$ cat config.mk
export PLATFORM = sky130hd
export DESIGN_NAME = fir_coef_loader
export DESIGN_NICKNAME = d
export VERILOG_FILES = /design/src/rtl/fir_pkg.sv /design/src/rtl/fir_coef_bank.sv /design/src/rtl/fir_coef_loader.sv
export SDC_FILE = /design/constraint.sdc
export NUM_CORES = 2
export LEC_CHECK = 0
export ABC_AREA = 1
export BUFFER_PORTS_ARGS = -buffer_cell sky130_fd_sc_hd__buf_2
export CORE_ASPECT_RATIO = 0.7
export CORE_MARGIN = 5
export CORE_UTILIZATION = 50
export DETAILED_ROUTE_END_ITERATION = 12
export MAX_ROUTING_LAYER = met4
export PLACE_DENSITY = 0.73
export SLEW_MARGIN = 20
export SYNTH_ARGS = -nofsm -noshare
export SYNTH_HDL_FRONTEND = slang
export SYNTH_SLANG_ARGS = --single-unit
export TNS_END_PERCENT = 20
$ cat constraint.sdc
create_clock -name clk2 -period 2.8 [get_ports clk2]
set_input_delay 0.56 -clock clk2 [delete_from_list [all_inputs] [get_ports clk2]]
set_output_delay 0.56 -clock clk2 [all_outputs]
set_load 0.01 [all_outputs]
$ cat src/rtl/fir_pkg.sv
// Shared constants and state encoding for the FIR coefficient loader.
package fir_pkg;

  localparam int NTAPS  = 64;
  localparam int COEF_W = 16;
  localparam int IDX_W  = 6;

  typedef enum logic [1:0] {
    ST_IDLE   = 2'd0,
    ST_STREAM = 2'd1,
    ST_READY  = 2'd2
  } state_t;

endpackage

$ cat src/rtl/fir_coef_bank.sv
// Coefficient register file: one synchronous write port, one combinational read port,
// asynchronously cleared to zero.
module fir_coef_bank
  import fir_pkg::*;
#(
  parameter int DEPTH = NTAPS,
  parameter int WIDTH = COEF_W
) (
  input  logic             clk_i,
  input  logic             rst_ni,
  input  logic             we_i,
  input  logic [IDX_W-1:0] waddr_i,
  input  logic [WIDTH-1:0] wdata_i,
  input  logic [IDX_W-1:0] raddr_i,
  output logic [WIDTH-1:0] rdata_o
);

  logic [DEPTH-1:0][WIDTH-1:0] mem_flat;

  generate
    for (genvar gi = 0; gi < DEPTH; gi++) begin : g_entry
      logic [WIDTH-1:0] entry_q;

      always_ff @(posedge clk_i or negedge rst_ni) begin
        if (!rst_ni) begin
          entry_q <= '0;
        end else if (we_i && (waddr_i == IDX_W'(gi))) begin
          entry_q <= wdata_i;
        end
      end

      assign mem_flat[gi] = entry_q;
    end
  endgenerate

  assign rdata_o = mem_flat[raddr_i];

endmodule

$ cat src/rtl/fir_coef_loader.sv
// Streams a host-written coefficient bank to the filter core, one tap per clk2 cycle,
// then holds b_valid until the next load request.
module fir_coef_loader #(
  parameter int NTAPS  = fir_pkg::NTAPS,
  parameter int COEF_W = fir_pkg::COEF_W
) (
  input  logic                      clk2,
  input  logic                      ALU_restn,
  input  logic                      wr_en,
  input  logic [fir_pkg::IDX_W-1:0] wr_addr,
  input  logic [COEF_W-1:0]         wr_data,
  input  logic                      start,
  output logic [COEF_W-1:0]         b,
  output logic                      b_valid,
  output logic                      busy,
  output logic [fir_pkg::IDX_W-1:0] coef_idx,
  output logic                      wr_err
);

  import fir_pkg::IDX_W;
  import fir_pkg::state_t;
  import fir_pkg::ST_IDLE;
  import fir_pkg::ST_STREAM;
  import fir_pkg::ST_READY;

  localparam logic [IDX_W:0]   NTAPS_EXT = (IDX_W + 1)'(NTAPS);
  localparam logic [IDX_W-1:0] LAST_IDX  = IDX_W'(NTAPS - 1);

  state_t            state_q, state_d;
  logic [COEF_W-1:0] b_q, b_d, rd_data;
  logic [IDX_W-1:0]  idx_q, idx_d, rd_addr;
  logic              b_valid_q, b_valid_d;
  logic              busy_q, busy_d;
  logic              wr_err_q, wr_err_d;
  logic              armed_q, wr_req, start_req, addr_ok, bank_we, idx_last;

  // The first edge after reset release is not allowed to accept commands.
  always_ff @(posedge clk2 or negedge ALU_restn) begin
    if (!ALU_restn) begin
      armed_q <= 1'b0;
    end else begin
      armed_q <= 1'b1;
    end
  end

  assign wr_req    = wr_en & armed_q;
  assign start_req = start & armed_q;
  assign addr_ok   = {1'b0, wr_addr} < NTAPS_EXT;
  assign bank_we   = wr_req & addr_ok & (state_q != ST_STREAM);
  assign idx_last  = (idx_q == LAST_IDX);
  // Read one tap ahead so the registered b lines up with the registered coef_idx.
  assign rd_addr   = ((state_q == ST_STREAM) && !idx_last) ? idx_q + 1'b1 : '0;

  fir_coef_bank #(
    .DEPTH (NTAPS),
    .WIDTH (COEF_W)
  ) u_bank (
    .clk_i   (clk2),
    .rst_ni  (ALU_restn),
    .we_i    (bank_we),
    .waddr_i (wr_addr),
    .wdata_i (wr_data),
    .raddr_i (rd_addr),
    .rdata_o (rd_data)
  );

  always_comb begin
    state_d   = state_q;
    b_d       = '0;
    idx_d     = '0;
    b_valid_d = b_valid_q;
    busy_d    = 1'b0;
    wr_err_d  = wr_req & ~(addr_ok & (state_q != ST_STREAM));

    unique case (state_q)
      ST_IDLE, ST_READY: begin
        if (start_req) begin
          state_d   = ST_STREAM;
          busy_d    = 1'b1;
          b_valid_d = 1'b0;
          // A same-cycle write to tap 0 must already be in the streamed set.
          b_d       = (bank_we && (wr_addr == '0)) ? wr_data : rd_data;
        end
      end
      ST_STREAM: begin
        if (idx_last) begin
          state_d   = ST_READY;
          b_valid_d = 1'b1;
        end else begin
          idx_d     = idx_q + 1'b1;
          b_d       = rd_data;
          busy_d    = 1'b1;
          b_valid_d = 1'b0;
        end
      end
      default: begin
        state_d   = ST_IDLE;
        b_valid_d = 1'b0;
      end
    endcase
  end

  always_ff @(posedge clk2 or negedge ALU_restn) begin
    if (!ALU_restn) begin
      state_q   <= ST_IDLE;
      b_q       <= '0;
      idx_q     <= '0;
      b_valid_q <= 1'b0;
      busy_q    <= 1'b0;
      wr_err_q  <= 1'b0;
    end else begin
      state_q   <= state_d;
      b_q       <= b_d;
      idx_q     <= idx_d;
      b_valid_q <= b_valid_d;
      busy_q    <= busy_d;
      wr_err_q  <= wr_err_d;
    end
  end

  assign b        = b_q;
  assign b_valid  = b_valid_q;
  assign busy     = busy_q;
  assign coef_idx = idx_q;
  assign wr_err   = wr_err_q;

endmodule

# Yosys cells after proc, flatten, opt, wreduce, memory -nomap -nowiden
# Cells that the tools add are included.
# totals
reg_bits	1052
latch_bits	0
ramBits	0
rom_bits	0
input_bits	26
out_inout_bits	25
word_cells	235
n_memories	0
# op_classes
n_addsub	1
mul	0
n_div	0
n_lt_le_gt_ge	1
n_eq_ne	69
shift	0
mux	18
bitwise_logic	5
reduce_logical	70
# ops
cell	count
6-bit == test (second input constant)	33
16-bit binary-select mux with 6-bit select	1
6-bit by 5-bit == test with 1-bit output (second input constant)	16
1-bit logical AND	65
16-bit two-way mux	4
6-bit by 4-bit == test with 1-bit output (second input constant)	8
16-bit one-hot mux with 2 select lines	1
6-bit by 3-bit == test with 1-bit output (second input constant)	4
6-bit two-way mux	3
6-bit by 2-bit == test with 1-bit output (second input constant)	2
6-bit by 7-bit < comparator with 1-bit output (second input constant)	1
6-bit by 1-bit adder with 6-bit output (second input constant)	1
6-bit by 1-bit == test with 1-bit output (second input constant)	1
6-bit zero test	1
1-bit AND	4
1-bit two-way mux	4
2-bit two-way mux	2
2-bit inequality test (second input constant)	2
1-bit one-hot mux with 2 select lines	2
2-bit one-hot mux with 2 select lines	1
2-bit by 1-bit == test with 1-bit output (second input constant)	1
2-bit == test (second input constant)	1
2-bit zero test	1
2-bit by 1-bit inequality test with 1-bit output (second input constant)	1
4 further kinds	4

# Longest topological paths before layout
# depth
word_depth	9
ltp_mapped	16
mapped_depth_nobuf	15

# Hierarchy
# From an unflattened synthesis, not the netlist that was laid out.
# unflattened
cells_unflattened	5999
hier_area_um2	47732.0
# modules_own_cells
module	n_inst	cells_per_inst	area_per_inst_um2	seq_area_each_um2
fir_coef_bank	1	5869	46499.6	25624.6
fir_coef_loader	1	130	1232.4	700.7

# Worst setup path before layout
# OpenSTA, ideal clock, no wires.
# synth_timing
kind	reg2reg
from	register idx_q[0], in the netlist coef_idx[0]
to	register b_q[12], in the netlist b[12]
setup_time_ps	66
t_arrival_ps	2026
required_ps	2734
path_slack_ps	708
path_stages_with_launch	17
period_less_slack_ps	2092
cell_sequence	dfrtp_1 ha_1 nand2_1 nor2_2 nand2_4 nand3_2 inv_2 buf_4 clkbuf_1 nand2_1 nand3_1 nand3_1 nand3_1 nand3_1 nand3_1 nand3_1 nand2_1
# synth_between
elab_chain_len	9
# synth_lines
item	line	text
start: declaration	fir_coef_loader.sv:31	logic [IDX_W-1:0] idx_q, idx_d, rd_addr;
start signal: assignment	fir_coef_loader.sv:114	idx_q <= idx_d;
branches (longest 8 deep; another with 6-bit by 1-bit adder with 6-bit output)	-	
16-bit one-hot mux with 2 select lines (*)	fir_coef_loader.sv:75	unique case (state_q)
via b_d[12]	fir_coef_loader.sv:30	logic [COEF_W-1:0] b_q, b_d, rd_data;
end signal: assignment	fir_coef_loader.sv:106	b_q <= '0;
end signal: assignment	fir_coef_loader.sv:113	b_q <= b_d;
end: declaration	fir_coef_loader.sv:30	
# Mark *: on every way through the listed nets, which the timed path passes. The select of a mux whose other input is x is not followed.
# A chain may end at the register's enable or synchronous reset.

# Final worst setup path
# layout_timing
from	register idx_q[1], in the netlist coef_idx[1]
to	register b_q[13], in the netlist b[13]
# The elaborated chain is that of the path after synthesis.

==> Implementation_results.wiki <==
{| class="wikitable"
! Metric !! Value
|-
| Netlist area before placement || 0.0481 mm^2
|-
| Ratio of cells with drive above 1 in the final layout || 0.0991
|-
| Std-Cell Core Area || 0.0957 mm^2
|-
| 1st-iter DRT viols || 6809
|-
| Leakage power total || 0.0245 uW
|-
| Die height || 269 um
|-
| Synth-to-layout area growth || 13.2%
|-
| Share of async-settable or async-resettable flops after synthesis || 1.00
|-
| Clock tree skew after final layout || 0.0478 ns
|-
| Number of different library cells in the post-synthesis netlist || 30
|-
| Number of clock sinks || 1052
|-
| Sum of net half-perimeters after detailed placement || 96400 um
|-
| Run status || finished clean
|-
| Number of fill cells in the layout || 8403
|-
| # rows || 95
|-
| Endpoints failing setup || 0
|-
| Synth Warn # || 0
|-
| CTS Buf Count || 99
|-
| Pre-Repair DR Iteration Count || 8
|-
| Initial antenna violation count || 5
|-
| Number of register bits inferred by synthesis || 1052
|-
| Via count || 43800
|-
| Cell-by-cell listing of the critical path || ha_1, nand2_2, nor2_4, nand2_8, nand3_4, buf_12, buf_4, clkbuf_16, nand2_1, nand2_1, nand3_1, nand3_1, nand3_1, nand3_1, nand3_1, nand2_1
|-
| Overall routing resource usage || 0.312
|-
| Total cell area at the placement stage || 0.0505 mm^2
|-
| H-tree depth reported by CTS || 3
|-
| Hold Worst Slack || 0.109 ns
|-
| Slew Limit Headroom || 0.477
|-
| Number of nets at the end of the flow || 5823
|-
| Total power divided by cell area || 979 mW/mm^2
|-
| Buffer levels on the longest clock path || 3
|-
| Delay of the slowest cell on the worst path || 0.36 ns
|-
| Clock insertion delay at the later pin of the skew report || 0.72 ns
|-
| Inst Count DP || 6940
|-
| Mean instance size in the synthesized netlist || 8.13 um^2
|-
| Peak supply drop || 0.00162 V
|-
| Starting Density || 0.503
|-
| Post-detailed-route count of antenna-violating nets || 0
|-
| Primary FF master, synth || dfrtp_1
|-
| CTS tree || done
|-
| Count of max-cap constraint violations || 0
|-
| WL per Instance || 22.4 um
|-
| Synthesized netlist net count || 5939
|-
| CP most frequent cell || nand3_1
|-
| Clock-pin transition on the worst setup and hold timing paths || 0.07 ns
|-
| Routability-driven placement congestion ratio || 0.973
|-
| Critical Path Source Type || flip-flop
|-
| Port Buffers || 50
|-
| Peak clock frequency supported by timing || 0.365 GHz
|-
| Data required time of the worst path || 3.45 ns
|-
| Critical path fanouts, max || 28
|-
| Path class of the lowest-slack min-delay path || in2reg
|-
| Time the worst path needs with I/O delays and setup || 2.74 ns
|-
| Number of top-level pins || 51
|-
| Routed wire length || 160000 um
|-
| Post-synthesis instance total || 5912
|-
| Type of element capturing the critical path || flip-flop
|-
| Count of final hold-check violations || 0
|-
| Library cell contributing the largest single delay on the critical path || dfrtp_1
|-
| Critical path class || reg2reg
|-
| Number of enable flip-flop cells after synthesis || 0
|-
| Largest net degree at the start of global routing || 115
|-
| Actual transition at the worst max-transition pin || 0.783 ns
|-
| Sequential element share of the synthesized area || 0.547
|-
| Arrival time worst endpoint || 3.39 ns
|-
| Total Power Consumption || 53300 uW
|-
| Final instance area || 0.0544 mm^2
|-
| Final worst-path cycle share || 0.978
|-
| Total congestion overflow || 0
|-
| Die ar. || 0.103 mm^2
|-
| Detailed-route vias per instance || 6.14
|-
| Number of standard cells in the final layout excluding fillers || 7140
|-
| CTS Root Cell || clkbuf_16
|-
| Drt drc || 0
|-
| Final Max Tran Viols || 0
|-
| Width of the die || 381 um
|-
| Wire length of the first global-routing pass || 246000 um
|-
| Number of global-route vias before repair || 40400
|}
## layer usage
metal  vias to the layer above  track usage  share of wire
met5                         -            -              0
met4                         0       0.0883          0.030
met1                     21300        0.454           0.42
met3                       343        0.101           0.14
met2                      2736        0.418           0.41
li1                      19500            -              -
## area by class of cell
| type | count | area (um^2) | area share |
|---|---|---|---|
| diodes | 4 | 10.0 | 0.000184 |
| clock buffers | 139 | 2870 | 0.0527 |
| clock inverters | 41 | 561 | 0.0103 |
| inverters | 95 | 389 | 0.00715 |
| multi-input cells | 4216 | 19300 | 0.354 |
| flip-flops and latches | 1052 | 26300 | 0.484 |
| well taps | 1261 | 1580 | 0.0290 |
| repair buffers | 332 | 3440 | 0.0632 |
## cell families (layout without fill, tap and decap cells)
logic type,Yosys count,in the layout,synth area share
mux,15,15,0.00351
fa+ha+maj,1,1,0.000260
other cells,1,5,0.0000780
simple gates,3061,3061,0.273
compound gates,1138,1138,0.120
buf+inv,644,607,0.0564
flops,1052,1052,0.547
## sequential cells by signal, indices dropped and copies added, names as in the netlist
signal,count
armed_q,1
b,16
b_valid,1
busy,1
coef_idx,6
state_q,2
u_bank.g_entry.entry_q,1024
wr_err,1
## where the power goes
part	internal (uW)	switching (uW)
Clock	8100	6190
Sequential	16000	529
Combinational	7120	15400
Total	31200	22100
## worst max-delay path: cells and delay by family, from the launching register on
family	cells	cell delay (ns)
AND/OR/NAND/NOR	12	1.50
buffers and inverters	3	0.61
flip-flops	1	0.36
adder cells (fa/ha/maj)	1	0.19
## through the flow
| stage | setup TNS (ns) | utilization | worst slack, ns |
|---|---|---|---|
| 6_report | 0 | 0.569 | 0.0606 |
| 5_1_grt | -0.00702 | 0.569 | -0.00702 |
| 4_1_cts | 0 | 0.564 | 0.0153 |
| 3_5_place_dp | -0.0985 | 0.528 | -0.0744 |
| 3_3_place_gp | -0.0333 | 0.528 | -0.0333 |
| 2_1_floorplan | 0 | - | 0.708 |
## synth_stat cells (2+ instances only)
cell type / count / area (um^2)
clkbuf_1: 403 / 1510
buf_2: 85 / 425
nor3_2: 3 / 30.0
mux2_2: 15 / 169
o211ai_1: 15 / 113
or2_2: 2 / 12.5
nand3_1: 904 / 4520
nor2_1: 75 / 282
dfrtp_1: 1052 / 26300
o21bai_1: 6 / 45.0
o21ai_0: 925 / 4630
buf_1: 16 / 60.1
inv_1: 88 / 330
o21ai_1: 70 / 350
nor2_2: 4 / 25.0
inv_2: 6 / 22.5
nand3_2: 4 / 40.0
a21oi_1: 121 / 606
buf_6: 5 / 56.3
nand2_1: 1898 / 7120
buf_4: 40 / 300
nand4_1: 167 / 1040
## what timing repair did
action,in CTS,in global routing
hold buffers,1,0
cloned,1,6
hold endpoints to repair,22,0
setup endpoints to repair,3,16
buffers inserted,0,8
pin swaps,0,3
resized for setup,3,42
## path summary, 6_finish.rpt
path	from	to	slack, ns	cells after the start
min in group asynchronous	ALU_restn	u_bank.g_entry[60].entry_q[1]	0.44	2
worst max-delay path	coef_idx[1]	b[13]	0.06	16
worst max register to register	coef_idx[1]	b[13]	0.06	16
worst min-delay path	wr_en	wr_err	0.11	3
max in group asynchronous	ALU_restn	u_bank.g_entry[6].entry_q[9]	1.30	3
worst min register to register	u_bank.g_entry[42].entry_q[6]	u_bank.g_entry[42].entry_q[6]	0.48	2
## cells in the final DEF (no fill, tap or decap), types with 24 or more instances in the layout
cell type	synthesis	layout
a21oi_1	121	121
buf_12	0	67
buf_2	85	49
buf_4	40	200
clkbuf_16	0	105
clkbuf_8	0	24
dfrtp_1	1052	1052
inv_1	88	71
nand2_1	1898	1897
nand3_1	904	875
nand3_2	4	29
nand4_1	167	167
nor2_1	75	72
o21ai_0	925	924
o21ai_1	70	71
Note: power is estimated with default switching activity, not from simulation.
